<file path="config.mk">
export PLATFORM = sky130hd
export DESIGN_NAME = fetch_ctrl
export DESIGN_NICKNAME = d
export VERILOG_FILES = /design/src/rtl/fetch_ctrl.sv
export SDC_FILE = /design/constraint.sdc
export NUM_CORES = 1
export LEC_CHECK = 0
export ABC_AREA = 1
export BUFFER_PORTS_ARGS = -buffer_cell sky130_fd_sc_hd__buf_2
export CORE_UTILIZATION = 40
export CTS_CLUSTER_SIZE = 30
export DETAILED_ROUTE_END_ITERATION = 16
export GPL_TIMING_DRIVEN = 0
export PLACE_DENSITY = 0.78
export SETUP_SLACK_MARGIN = 0.2
export SLEW_MARGIN = 20
export SYNTH_ARGS = -nofsm -noshare
export SYNTH_HDL_FRONTEND = slang
export SYNTH_SLANG_ARGS = --single-unit
</file>
<file path="constraint.sdc">
create_clock -name clk -period 1.31 [get_ports clk]
set_input_delay 0.262 -clock clk [delete_from_list [all_inputs] [get_ports clk]]
set_output_delay 0.262 -clock clk [all_outputs]
set_load 0.1 [all_outputs]
</file>
<file path="src/rtl/fetch_ctrl.sv">
// Fetch consumer: dequeues instructions, redirects fetch on reset/jumps/taken branches, and feeds a one-entry issue register.
// Optional macro FETCH_CTRL_REL_BRANCH_EN enables decoding opcode 4'hE as a conditional PC-relative branch.
module fetch_ctrl #(
    parameter int                 I_WIDTH    = 12,
    parameter int                 A_WIDTH    = 8,
    parameter logic [A_WIDTH-1:0] RESET_ADDR = 8'h00
) (
    input  logic               clk,
    input  logic               reset,
    input  logic [I_WIDTH-1:0] instruction_data_i,
    input  logic [A_WIDTH-1:0] instruction_addr_i,
    input  logic               instruction_ready_i,
    output logic               deque_o,
    output logic               restart_o,
    output logic [A_WIDTH-1:0] restart_addr_o,
    input  logic               cond_i,
    output logic               issue_valid_o,
    output logic [I_WIDTH-1:0] issue_data_o,
    output logic [A_WIDTH-1:0] issue_addr_o,
    input  logic               issue_stall_i,
    output logic               halted_o
);

    typedef enum logic [1:0] {
        S_RESTART = 2'd0,
        S_RUN     = 2'd1,
        S_HALT    = 2'd2
    } state_t;

    localparam logic [3:0] OP_JMP = 4'hF;
    localparam logic [3:0] OP_BR  = 4'hE;

    state_t             state_q;
    logic               restart_q;
    logic [A_WIDTH-1:0] restart_addr_q;
    logic               halted_q;

    logic               issue_valid_q, issue_valid_d;
    logic [I_WIDTH-1:0] issue_data_q, issue_data_d;
    logic [A_WIDTH-1:0] issue_addr_q, issue_addr_d;

    logic [3:0]         opcode;
    logic [A_WIDTH-1:0] imm;
    logic               is_halt;
    logic               is_jmp;
    logic               is_br;
    logic               br_taken;
    logic               deque;
    logic               issue_load;
    logic               redirect;
    logic               halt_pop;
    logic [A_WIDTH-1:0] redirect_target;

    assign opcode  = instruction_data_i[I_WIDTH-1 -: 4];
    assign imm     = instruction_data_i[A_WIDTH-1:0];
    assign is_halt = (instruction_data_i == '0);
    assign is_jmp  = (opcode == OP_JMP);

`ifdef FETCH_CTRL_REL_BRANCH_EN
    assign is_br    = (opcode == OP_BR);
    assign br_taken = is_br && cond_i;
`else
    logic unused_cond;
    assign unused_cond = cond_i ^ (opcode == OP_BR);
    assign is_br       = 1'b0;
    assign br_taken    = 1'b0;
`endif

    // A branch target is relative to the branch's own address and wraps modulo the address space.
    assign redirect_target = br_taken ? (instruction_addr_i + imm) : imm;

    always_comb begin
        deque = (state_q == S_RUN) && instruction_ready_i
                && (!issue_valid_q || !issue_stall_i);
    end

    assign issue_load = deque && !is_halt && !is_jmp && !is_br;
    assign redirect   = deque && (is_jmp || br_taken);
    assign halt_pop   = deque && is_halt;

    always_ff @(posedge clk) begin
        if (reset) begin
            state_q        <= S_RESTART;
            restart_q      <= 1'b1;
            restart_addr_q <= RESET_ADDR;
            halted_q       <= 1'b0;
        end else begin
            case (state_q)
                S_RESTART: begin
                    state_q   <= S_RUN;
                    restart_q <= 1'b0;
                end
                S_RUN: begin
                    if (halt_pop) begin
                        state_q  <= S_HALT;
                        halted_q <= 1'b1;
                    end else if (redirect) begin
                        state_q        <= S_RESTART;
                        restart_q      <= 1'b1;
                        restart_addr_q <= redirect_target;
                    end
                end
                S_HALT: begin
                    state_q   <= S_HALT;
                    restart_q <= 1'b0;
                end
                default: begin
                    state_q   <= S_RESTART;
                    restart_q <= 1'b1;
                end
            endcase
        end
    end

    // Redirects never flush the issue register: its contents precede the jump in program order.
    always_comb begin
        issue_valid_d = issue_valid_q;
        issue_data_d  = issue_data_q;
        issue_addr_d  = issue_addr_q;
        if (issue_load) begin
            issue_valid_d = 1'b1;
            issue_data_d  = instruction_data_i;
            issue_addr_d  = instruction_addr_i;
        end else if (issue_valid_q && !issue_stall_i) begin
            issue_valid_d = 1'b0;
        end
    end

    always_ff @(posedge clk) begin
        if (reset) begin
            issue_valid_q <= 1'b0;
            issue_data_q  <= '0;
            issue_addr_q  <= '0;
        end else begin
            issue_valid_q <= issue_valid_d;
            issue_data_q  <= issue_data_d;
            issue_addr_q  <= issue_addr_d;
        end
    end

    assign deque_o        = deque;
    assign restart_o      = restart_q;
    assign restart_addr_o = restart_addr_q;
    assign issue_valid_o  = issue_valid_q;
    assign issue_data_o   = issue_data_q;
    assign issue_addr_o   = issue_addr_q;
    assign halted_o       = halted_q;

endmodule

</file>
-- Word-level counts from Yosys, hierarchy flattened
Index checks and enable logic that the tools add are counted.
- memory bits (read-only): 0
- output and inout port bits: 32
- memories kept: 0
- input bits: 25
- logic and storage cells: 41
- latch bits: 0
- flip-flop bits (word level): 33
- RAM bits: 0
- reduce and logical (&&, ||, !) cells: 19
- shift operators: 0
- bitwise logic cells: 1
- equality and inequality tests: 6
- $mul: 0
- order comparisons: 0
- add/sub/neg operators: 0
- mux-type cells: 8
- div/mod/pow operators: 0
- operators with widths (operator ; number):
    zero test 12 bit ; 1
    logical AND 1 bit ; 7
    one-hot mux 2 bit (3 select lines) ; 1
    equality test 4 bit, second input constant ; 1
    zero test 1 bit ; 4
    2-to-1 mux 1 bit ; 4
    2-to-1 mux 2 bit ; 2
    != test 2 bit, second input constant ; 2
    AND reduction 2 bit ; 2
    != test 3 bit, second input constant ; 1
    AND reduction 3 bit ; 1
    equality test 2 x 1 -> 1 bit, second input constant ; 1
    equality test 2 bit, second input constant ; 1
    zero test 2 bit ; 1
    one-hot mux 1 bit (2 select lines) ; 1
    nonzero test 2 bit ; 1
    OR reduction 2 bit ; 1
    logical OR 1 bit ; 1
    NOT 1 bit ; 1

-- Longest topological paths before layout
Gate-level depths: netlist of the first run.
- depth in word-level cells: 7
- depth in mapped cells: 9
- depth with buffers taken out: 8

-- Worst setup path before layout of the first run
Ideal clock, no wire load.
- kind: register to register
- start point: reg issue_valid_q, in the netlist issue_valid_o
- end point: reg issue_addr_q[7], in the netlist issue_addr_o[7]
- setup slack: -0.719 ns
- period minus slack after synthesis: 2.029 ns
- cell stages (with the launch flop): 8
- library setup time: 0.064 ns
- data required time: 1.246 ns
- path buffers: 1
- data arrival time: 1.965 ns
- path through: dfxtp_1 -> nand2_1 -> nand2_1 -> nor2_4 -> buf_2 -> nand4_1 -> nand2_1 -> nor2_1
- cells in the longest elaborated chain, start to end: 5
- ends and longest elaborated chain (what ; line ; text):
    start, declared ; 38 ; logic issue_valid_q, issue_valid_d;
    start signal, assigned ; 135 ; issue_valid_q <= issue_valid_d;
    zero test 1 bit ; 74 ; && (!issue_valid_q || !issue_stall_i);
    logical OR 1 bit ; 74 ;
    logical AND 1 bit ; 74 ;
    via deque_o ; 13 ; output logic deque_o,
    logical AND 1 bit (2 in series) ; 77 ; assign issue_load = deque && !is_halt && !is_jmp && !is_br;
    end signal, assigned ; 137 ; issue_addr_q <= issue_addr_d;
    end, declared ; 40 ; logic [A_WIDTH-1:0] issue_addr_q, issue_addr_d;
The timed path passes the listed nets, and every way through them passes these cells.
A chain may end at the register's enable or synchronous reset.

-- Final worst setup path of the first run
- start point: reg state_q[1]
- end point: out deque_o
- cells in the longest elaborated chain, start to end: 3
- ends and longest elaborated chain (what ; line ; text):
    start, declared ; 33 ; state_t state_q;
    start signal, assigned ; 83 ; state_q <= S_RESTART;
    start signal, assigned ; 90 ; state_q <= S_RUN;
    start signal, assigned ; 95 ; state_q <= S_HALT;
    equality test 2 x 1 -> 1 bit ; 73 ; deque = (state_q == S_RUN) && instruction_ready_i
    logical AND 1 bit ; 73 ;
    logical AND 1 bit ; 74 ;
    end, declared ; 13 ;
No other way between the ends.

==> metrics, run 1 <==
DRT iter0 DRCs 61; Die Wd between 60 and 70 um; unrepaired setup endpoints after global routing yes; Worst-Margin Slew ~0.54 ns; Post-synth EDFFs 0; worst setup path category reg2out; Reg clk slew, reported paths approximately 0.070 ns; Data required, critical path approximately 1.1 ns; max capacitance violation total 0; Seq/Total Area, Yosys around 43%; post-route clock period utilization 111%; max-slew violations 0; worst skew pair latency 0.29 ns; initial core utilization 42.1%; most common cell in the netlist inv_1; Async SR Flop Fraction 0%; Final setup violation count 16; synthesized area 1550 um^2; H-Tree Depth 2; Routed WL per cell around 14 um; start point of the critical path state_q[1]; Die Y between 60 and 70 um; estimated wirelength of the detail-placed design around 2.5 mm; Worst Setup Slack, final -0.138 ns; # IOs 57; Hold Path Class in2reg; first-pass detailed-route iteration total 4; Die Area 4140 um^2; pin count of the biggest net entering global routing 12; top-area cell type share of the netlist area between 40% and 50%; initial antenna violation count 0; diode count 0; Synth area leader dfxtp_1; maximum clock path buffer count 2; total number of vias 1,724; Placer Congestion slightly above 0.8; Hold Buf Count CTS 0; Yosys cell types 21; synthesized area per cell 6.69 um^2; clock skew approximately 0.007 ns; Final min period 1.45 ns; Clock Tree Root clkbuf_8; prevailing post-synth register cell dfxtp_1; global-route wire length before repair around 6.9 mm; YS warnings 0; share of cells above drive strength 1 58.4%; Tot GR Track Use 21.5%; Critical Path AT 1.19 ns; max frequency roughly 0.69 GHz; core footprint approximately 3700 um^2; CP max FO 2; synth top area cells dfxtp_1, inv_1, nand2_1; hold_sp reset; Routed WL just over 5 mm; vias in the first global route between 1.5k and 2k; final number of hold-violating endpoints 0; Critical R2R Launch state_q[1]; CTS tree done; TritonCTS buffer count 5; Worst setup EP type output pin; Worst Setup Start Kind register; Clock Sinks 33; LEAKAGE 1.38 nW; area of the multi-input gates just over 800 um^2; storage element area between 700 and 800 um^2; total gr overflow 0; FILL cells 214; Yosys reg bits 33; Peak VDD IR 869 uV; Port Buffers 55; Mapped Cells 232; layout net count 332; WHS 0.195 ns; total power approximately 3.2 mW; violated checks setup timing; DRC violations left 0; ANT nets after route 0; post-DR vias/cell 4.84; Post-Syn Nets between 200 and 300; P&R area growth vs syn 89.4%; status finished, violations left; Power Density 1100 nW/um^2; Max-Slew Margin vs Limit between 60% and 70%; std cell rows 22; most frequent cells after synthesis inv_1, nand2_1, nor2_1
-- sequential cells by signal, summed over array words and instances, names as in the netlist --
register,flops
halted_o,1
issue_addr_o,8
restart_o,1
state_q,2
issue_valid_o,1
restart_addr_o,8
issue_data_o,12
-- final timing paths --
| check | to | slack (ns) | depth (start not counted) |
|---|---|---|---|
| worst max-delay path | deque_o | -0.14 | 5 |
| worst min-delay path | state_q[1] | 0.20 | 2 |
| worst max register to register | issue_addr_o[2] | -0.04 | 9 |
| worst min register to register | halted_o | 0.48 | 2 |
-- kinds of logic (layout without fill, tap and decap cells) --
| kind of cell | Yosys count | after routing | share of synthesized area (%) |
|---|---|---|---|
| compound gates | 16 | 16 | 5.16 |
| buf+inv | 70 | 146 | 18.4 |
| flops | 33 | 33 | 42.5 |
| simple gates | 113 | 113 | 33.9 |
-- where the power goes --
group / leakage (nW) / switching (mW) / internal (mW)
combinational: 1.03 / 0.664 / 0.384
clock: 0.0663 / 0.394 / 0.679
sequential: 0.284 / 0.0595 / 1.07
total: 1.38 / 1.12 / 2.13
-- placed cells by master, fill, tap and decap left out, types with 2 or more instances in the layout --
| master | n |
|---|---|
| clkbuf_8 | 5 |
| nor2_1 | 32 |
| buf_12 | 33 |
| inv_2 | 15 |
| buf_6 | 4 |
| nand4_1 | 17 |
| nand2_2 | 5 |
| buf_2 | 26 |
| nand2_1 | 26 |
| o21ai_2 | 8 |
| nand3_4 | 2 |
| a21oi_2 | 6 |
| nand2_4 | 14 |
| inv_1 | 44 |
| dfxtp_4 | 4 |
| buf_4 | 8 |
| clkbuf_1 | 3 |
| clkbuf_16 | 2 |
| nand3_1 | 4 |
| buf_8 | 4 |
| dfxtp_2 | 29 |
| nor2_2 | 6 |
-- layout make-up --
cell class,instances,share of cell area (%)
flip-flops and latches,33,24.2
well taps,48,2.04
clock buffers,6,3.19
inverters,59,7.53
repair buffers,68,30.2
plain buffers,11,3.49
clock inverters,2,1.19
multi-input cells,129,28.1
-- stage by stage --
stage                     utilization (%)  setup slack, ns  std cells  area, um^2  setup TNS [ns]
after CTS                            68.4           -0.112        349        2520          -0.140
after global routing                 79.7           -0.169        356        2940           -1.53
final                                79.7           -0.138        356        2940          -0.529
after detailed placement             53.1           -0.219        335        1960          -0.429
after floorplan                         -          0.00391        232        1620               0
after global placement               53.1           -0.214        335        1960          -0.260
-- per-layer routing --
layer	track usage (%)	routed length [um]	vias up
met5	0	0	-
met4	7.78	163	0
met3	5.54	196	15
met2	36.4	2760	56
met1	26.0	1950	810
li1	-	-	843
-- critical path: stages (launching register included) --
cell and delay (ns):
dfxtp_2 0.33, inv_2 0.07, nand2_4 0.06, nor2_4 0.15
buf_12 0.12, buf_12 0.16
-- what timing repair did --
action / in CTS / in global routing
endpoints found under the setup margin: 63 / 60
gates cloned: 1 / 2
resized for setup: 118 / 101
pin swaps: 3 / 23
buffers inserted: 5 / 5
(Power assumes the default switching activity.)
==> inputs of run 2 (changes only) <==
--- a/config.mk
+++ b/config.mk
@@ -7,11 +7,13 @@
 export LEC_CHECK = 0
 export ABC_AREA = 1
 export BUFFER_PORTS_ARGS = -buffer_cell sky130_fd_sc_hd__buf_2
-export CORE_UTILIZATION = 40
+export CAP_MARGIN = 30
+export CORE_ASPECT_RATIO = 1.25
+export CORE_UTILIZATION = 48
 export CTS_CLUSTER_SIZE = 30
 export DETAILED_ROUTE_END_ITERATION = 16
 export GPL_TIMING_DRIVEN = 0
-export PLACE_DENSITY = 0.78
+export PLACE_DENSITY = 0.89
 export SETUP_SLACK_MARGIN = 0.2
 export SLEW_MARGIN = 20
 export SYNTH_ARGS = -nofsm -noshare
==> run 2 against run 1 <==
Net effect:
- the flow still finishes with violations (setup timing)
- critical endpoint unchanged
- sequential share of layout area increased by 3.0 points
- cell count shrank 3.7%
- worst hold slack worse by 0.087 ns
- sequential cell count did not move
- global-route usage up 6.4 points
- critical path type unchanged
- critical path depth stayed put
==> metrics, run 2 (synthesis gave the netlist of run 1 again) <==
Die Y 65.6 um (+2.0%); fin cells 343 (-3.7%); CTS tree done; Placer Congestion 0.815 (+0.43%); Final setup violation count 21 (+5); global-route wire length before repair 7.12 mm (+3.2%); Critical Path AT 1.26 ns (+0.07 ns); Worst Setup Start Kind register; core footprint 3000 um^2 (-19%); Tot GR Track Use 28.0% (+6.4 points); max-slew violations 0 (unchanged); post-route clock period utilization 116% (+5.6 points); Die Area 3470 um^2 (-16%); FILL cells 151 (-29%); status finished, violations left; worst skew pair latency 0.36 ns (+0.07 ns); DRC violations left 0 (unchanged); total number of vias 1,811 (+5.0%); commonest non-fill, non-tap cells in the layout inv_1, nand2_1, nor2_1, buf_12, dfxtp_2; final core occ 87.2% (+7.4 points); Hold Buf Count CTS 0 (unchanged); Worst Setup Slack, final -0.211 ns (-0.0728 ns); TritonCTS buffer count 5 (unchanged); Die Wd 52.9 um (-18%); final number of hold-violating endpoints 0 (unchanged); Clock Tree Root clkbuf_4; estimated wirelength of the detail-placed design 2.54 mm (+1.3%); first-pass detailed-route iteration total 5 (+1); H-Tree Depth 2 (unchanged); violated checks setup timing; max capacitance violation total 0 (unchanged); # IOs 57 (unchanged); Clock Sinks 33 (unchanged); ANT nets after route 0 (unchanged); maximum clock path buffer count 2 (unchanged); diode count 0 (unchanged); post-DR vias/cell 5.28 (+9.0%); total gr overflow 0 (unchanged); Worst setup EP type output pin; setup_tns -0.785 ns (-0.255 ns); pre-CTS setup slack -0.213 ns (+0.00613 ns); Worst-Margin Slew 0.543 ns (+0.00537 ns); std cell rows 22 (unchanged); Peak VDD IR 1230 uV (+41%); Max-Slew Margin vs Limit 63.8% (-0.36 points); area post-placement 1940 um^2 (-0.77%); total placed cells including tap cells 323 (-3.6%); Final min period 1.52 ns (+0.0728 ns); layout net count 331 (-0.30%); Routed WL 5.48 mm (+7.9%); LEAKAGE 1.30 nW (-5.8%); share of cells above drive strength 1 41.4% (-17 points); Routed WL per cell 16.0 um (+12%); Data required, critical path 1.05 ns (about the same); vias in the first global route 1,619 (+5.4%); Reg clk slew, reported paths 0.11 ns (+0.04 ns); Power Density 1020 nW/um^2 (-8.0%); worst setup path category reg2out; max frequency 0.657 GHz (-4.8%); P&R area growth vs syn 68.5%; CP max FO 2 (unchanged); initial antenna violation count 0 (unchanged); DRT iter0 DRCs 115 (+89%); WHS 0.108 ns (-0.0875 ns); clock skew 0.0133 ns (+0.00642 ns); most common cell after layout, fill and taps aside inv_1; pin count of the biggest net entering global routing 11 (-1); initial core utilization 51.8% (+9.7 points); unrepaired setup endpoints after global routing yes; total power 2.66 mW (-18%); final instance area 2620 um^2 (-11%); Largest register FFs 12 (unchanged); Port Buffers 55 (unchanged); Hold Path Class in2reg
[run 2: cell types whose count changed in the layout (fill, tap and decap cells not counted), sizes merged]
cell | previous run | this run
bufinv | 1 | 0
clkinv | 1 | 0
clkbuf | 10 | 11
[run 2: timing repair]
action,in CTS,in global routing
setup buffers,7,4
resized for setup,138,10
pin swaps,3,1
endpoints found under the setup margin,63,65
cloned,0,1
[run 2: final cells by class]
cell class                 instances  area [um^2]  share of cell area (%)
inverter                          59          221                    8.46
timing repair buffer              67          847                    32.4
clock buffer                       8         48.8                    1.87
buffer                            11         91.3                    3.49
tap                               36         45.0                    1.72
sequential                        33          712                    27.2
multi-input combinational        129          651                    24.9
[run 2: critical path: stages (launching register included)]
cell	delay [ns]
dfxtp_4	0.37
nand2_4	0.08
nand2_4	0.07
nor2_4	0.12
buf_12	0.12
buf_12	0.16
[run 2: path summary, 6_finish.rpt]
kind	startpoint	end	slack, ns	cells after the start
worst max-delay path	issue_valid_o	deque_o	-0.21	5
worst min-delay path	reset	state_q[1]	0.11	2
worst max register to register	issue_valid_o	restart_addr_o[0]	-0.11	8
worst min register to register	issue_data_o[11]	issue_data_o[11]	0.50	2
[run 2: power by group]
| part | total, mW | internal [mW] | switching (mW) | leakage (nW) |
|---|---|---|---|---|
| sequential | 1.12 | 1.06 | 0.0601 | 0.284 |
| clock | 0.574 | 0.214 | 0.360 | 0.0265 |
| combinational | 0.958 | 0.340 | 0.618 | 0.990 |
[run 2: metal layers]
layer  wire, um  track usage (%)
met1       1950             30.9
met2       2850             48.9
met3        368             6.48
met4        315             13.2
met5          0                0
==> inputs of run 3 (changes only) <==
==> constraint.sdc (replaced) <==
create_clock -name clk -period 1.6 [get_ports clk]
set_input_delay 0.32 -clock clk [delete_from_list [all_inputs] [get_ports clk]]
set_output_delay 0.32 -clock clk [all_outputs]
set_load 0.1 [all_outputs]
==> run 3 against run 2 <==
Net effect:
- the run now ends clean
- sequential power is 21% lower
- first-iteration DRC count is 65% lower
- worst setup slack improved by 0.26 ns
- global-route usage down 4.2 points
- worst hold slack improved by 0.078 ns
- design area is 17% lower
- sequential cell count is the same
- largest cell class is now sequential cells
- highest routed layer unchanged
==> metrics, run 3 (synthesis gave the netlist of run 1 again) <==
status finished, final reports clean; DRT iter0 DRCs 40 (-65%); FF-to-FF End issue_valid_o; Die Y 65.6 um (unchanged); Max-Slew Margin vs Limit 65.4% (+1.6 points); Peak VDD IR 697 uV (-43%); DRC violations left 0 (unchanged); maximum clock path buffer count 2 (unchanged); first-pass detailed-route iteration total 4 (-1); clock skew 0.0113 ns (-0.00199 ns); vias in the first global route 1,410 (-13%); Die Wd 52.9 um (unchanged); # IOs 57 (unchanged); Critical R2R Launch state_q[1]; Crit path buffers/inverters 3 (+1); Critical Path Max Stage Delay 0.34 ns (-0.03 ns); Hold Path Class in2reg; ANT nets after route 0 (unchanged); worst setup path category reg2out; Routed WL 3.74 mm (-32%); Power Density 933 nW/um^2 (-8.1%); final instance area 2170 um^2 (-17%); fin cells 338 (-1.5%); Worst setup EP type output pin; Worst Setup Start Kind register; estimated wirelength of the detail-placed design 2.44 mm (-3.8%); LEAKAGE 1.17 nW (-9.8%); Slowest-stage cell, CP dfxtp_2; diode count 0 (unchanged); post-route clock period utilization 97.0%; commonest non-fill, non-tap cells in the layout inv_1, nand2_1, buf_4, nor2_1, dfxtp_1; Die Area 3470 um^2 (unchanged); reg-to-reg setup timing slack 0.17 ns (+0.28 ns); M1 WL 1.53 mm (-22%); P&R area growth vs syn 39.8%; post-DR vias/cell 4.67 (-11%); pin count of the biggest net entering global routing 11 (unchanged); layout net count 327 (-1.2%); Clock Tree Root clkbuf_4; total number of vias 1,580 (-13%); most common cell after layout, fill and taps aside inv_1; std cell rows 22 (unchanged); H-Tree Depth 2 (unchanged); global-route wire length before repair 5.98 mm (-16%); delay-heaviest family, CP buffers and inverters; Largest register FFs 12 (unchanged); Worst Setup Slack, final 0.0485 ns (+0.260 ns); Final min period roughly 1.6 ns; initial antenna violation count 0 (unchanged); CTS tree done; share of cells above drive strength 1 31.5% (-9.9 points); total placed cells including tap cells 323 (unchanged); initial core utilization 51.8% (unchanged); final number of hold-violating endpoints 0 (unchanged); max capacitance violation total 0 (unchanged); highest routed layer met4; total power 2.03 mW (-24%); Critical Path AT 1.23 ns (-0.03 ns); Port Buffers 55 (unchanged); TritonCTS buffer count 5 (unchanged); Tot GR Track Use 23.8% (-4.2 points); start point of the critical path state_q[1]; critical path depth 5 (unchanged); Data required, critical path 1.28 ns (+0.23 ns); core footprint 3000 um^2 (unchanged); crit path to deque_o; Reg clk slew, reported paths 0.08 ns (-0.03 ns); Worst-Margin Slew 0.519 ns (-0.0233 ns); Placer Congestion 0.814 (-0.11%); metal3 WL 210 um (-43%); setup_tns 0 ns (+0.785 ns); FILL cells 222 (+47%); total gr overflow 0 (unchanged); Routed WL per cell 11.1 um (-31%); WL met2 1.90 mm (-33%); area post-placement 1890 um^2 (-2.9%); Reg2Reg Depth 9 (+1); Clock Sinks 33 (unchanged); max frequency between 0.6 and 0.7 GHz; max-slew violations 0 (unchanged); worst skew pair latency 0.34 ns (-0.02 ns); unrepaired setup endpoints after global routing yes; pre-CTS setup slack -0.112 ns (+0.100 ns); CP max FO 3 (+1); Final setup violation count 0 (-100%); crit-path cells inv_2, nand2_4, nor2_4, buf_8, buf_12
## run 3: per-stage QoR
step	util, %	hold WS [ns]
finish	72.4	0.186
global route	72.4	0.181
CTS	68.6	0.175
detailed placement	62.9	0.431
global placement	62.9	0.427
floorplan	-	0.379
## run 3: area by class of cell
| type | instances | area [um^2] | area share [%] |
|---|---|---|---|
| Sequential cell | 33 | 667 | 30.7 |
| Multi-Input combinational cell | 129 | 653 | 30.1 |
| Timing Repair Buffer | 63 | 447 | 20.6 |
| Inverter | 59 | 221 | 10.2 |
| Buffer | 11 | 82.6 | 3.80 |
| Clock buffer | 7 | 55.1 | 2.54 |
| Tap cell | 36 | 45.0 | 2.07 |
## run 3: power by group
group | total [mW] | internal (mW) | switching, mW
registers | 0.890 | 0.865 | 0.0246
logic | 0.660 | 0.176 | 0.484
clock network | 0.476 | 0.207 | 0.269
total | 2.03 | 1.25 | 0.778
## run 3: worst min-delay path by stage
stage,startpoint,endpoint,slack [ns],cells past startpoint
2_1_floorplan,reset,issue_valid_o,0.38,1
3_3_place_gp,issue_data_o[11],issue_data_o[11],0.43,2
3_5_place_dp,issue_data_o[10],issue_data_o[10],0.43,2
4_1_cts,reset,issue_valid_o,0.18,2
5_1_grt,reset,issue_valid_o,0.18,2
6_report,reset,state_q[1],0.19,2
## run 3: timing repair
item                       CTS  global route
setup buffers                3             3
setup endpoints to repair   32            15
pin swaps                    2             4
cloned                       0             2
resized for setup           36            24
hold buffers                 0             0
## run 3: routing by layer
layer,up-vias,track usage [%]
met5,-,0
met4,0,12.5
met3,10,6.94
met2,53,38.3
met1,682,27.8
li1,835,-
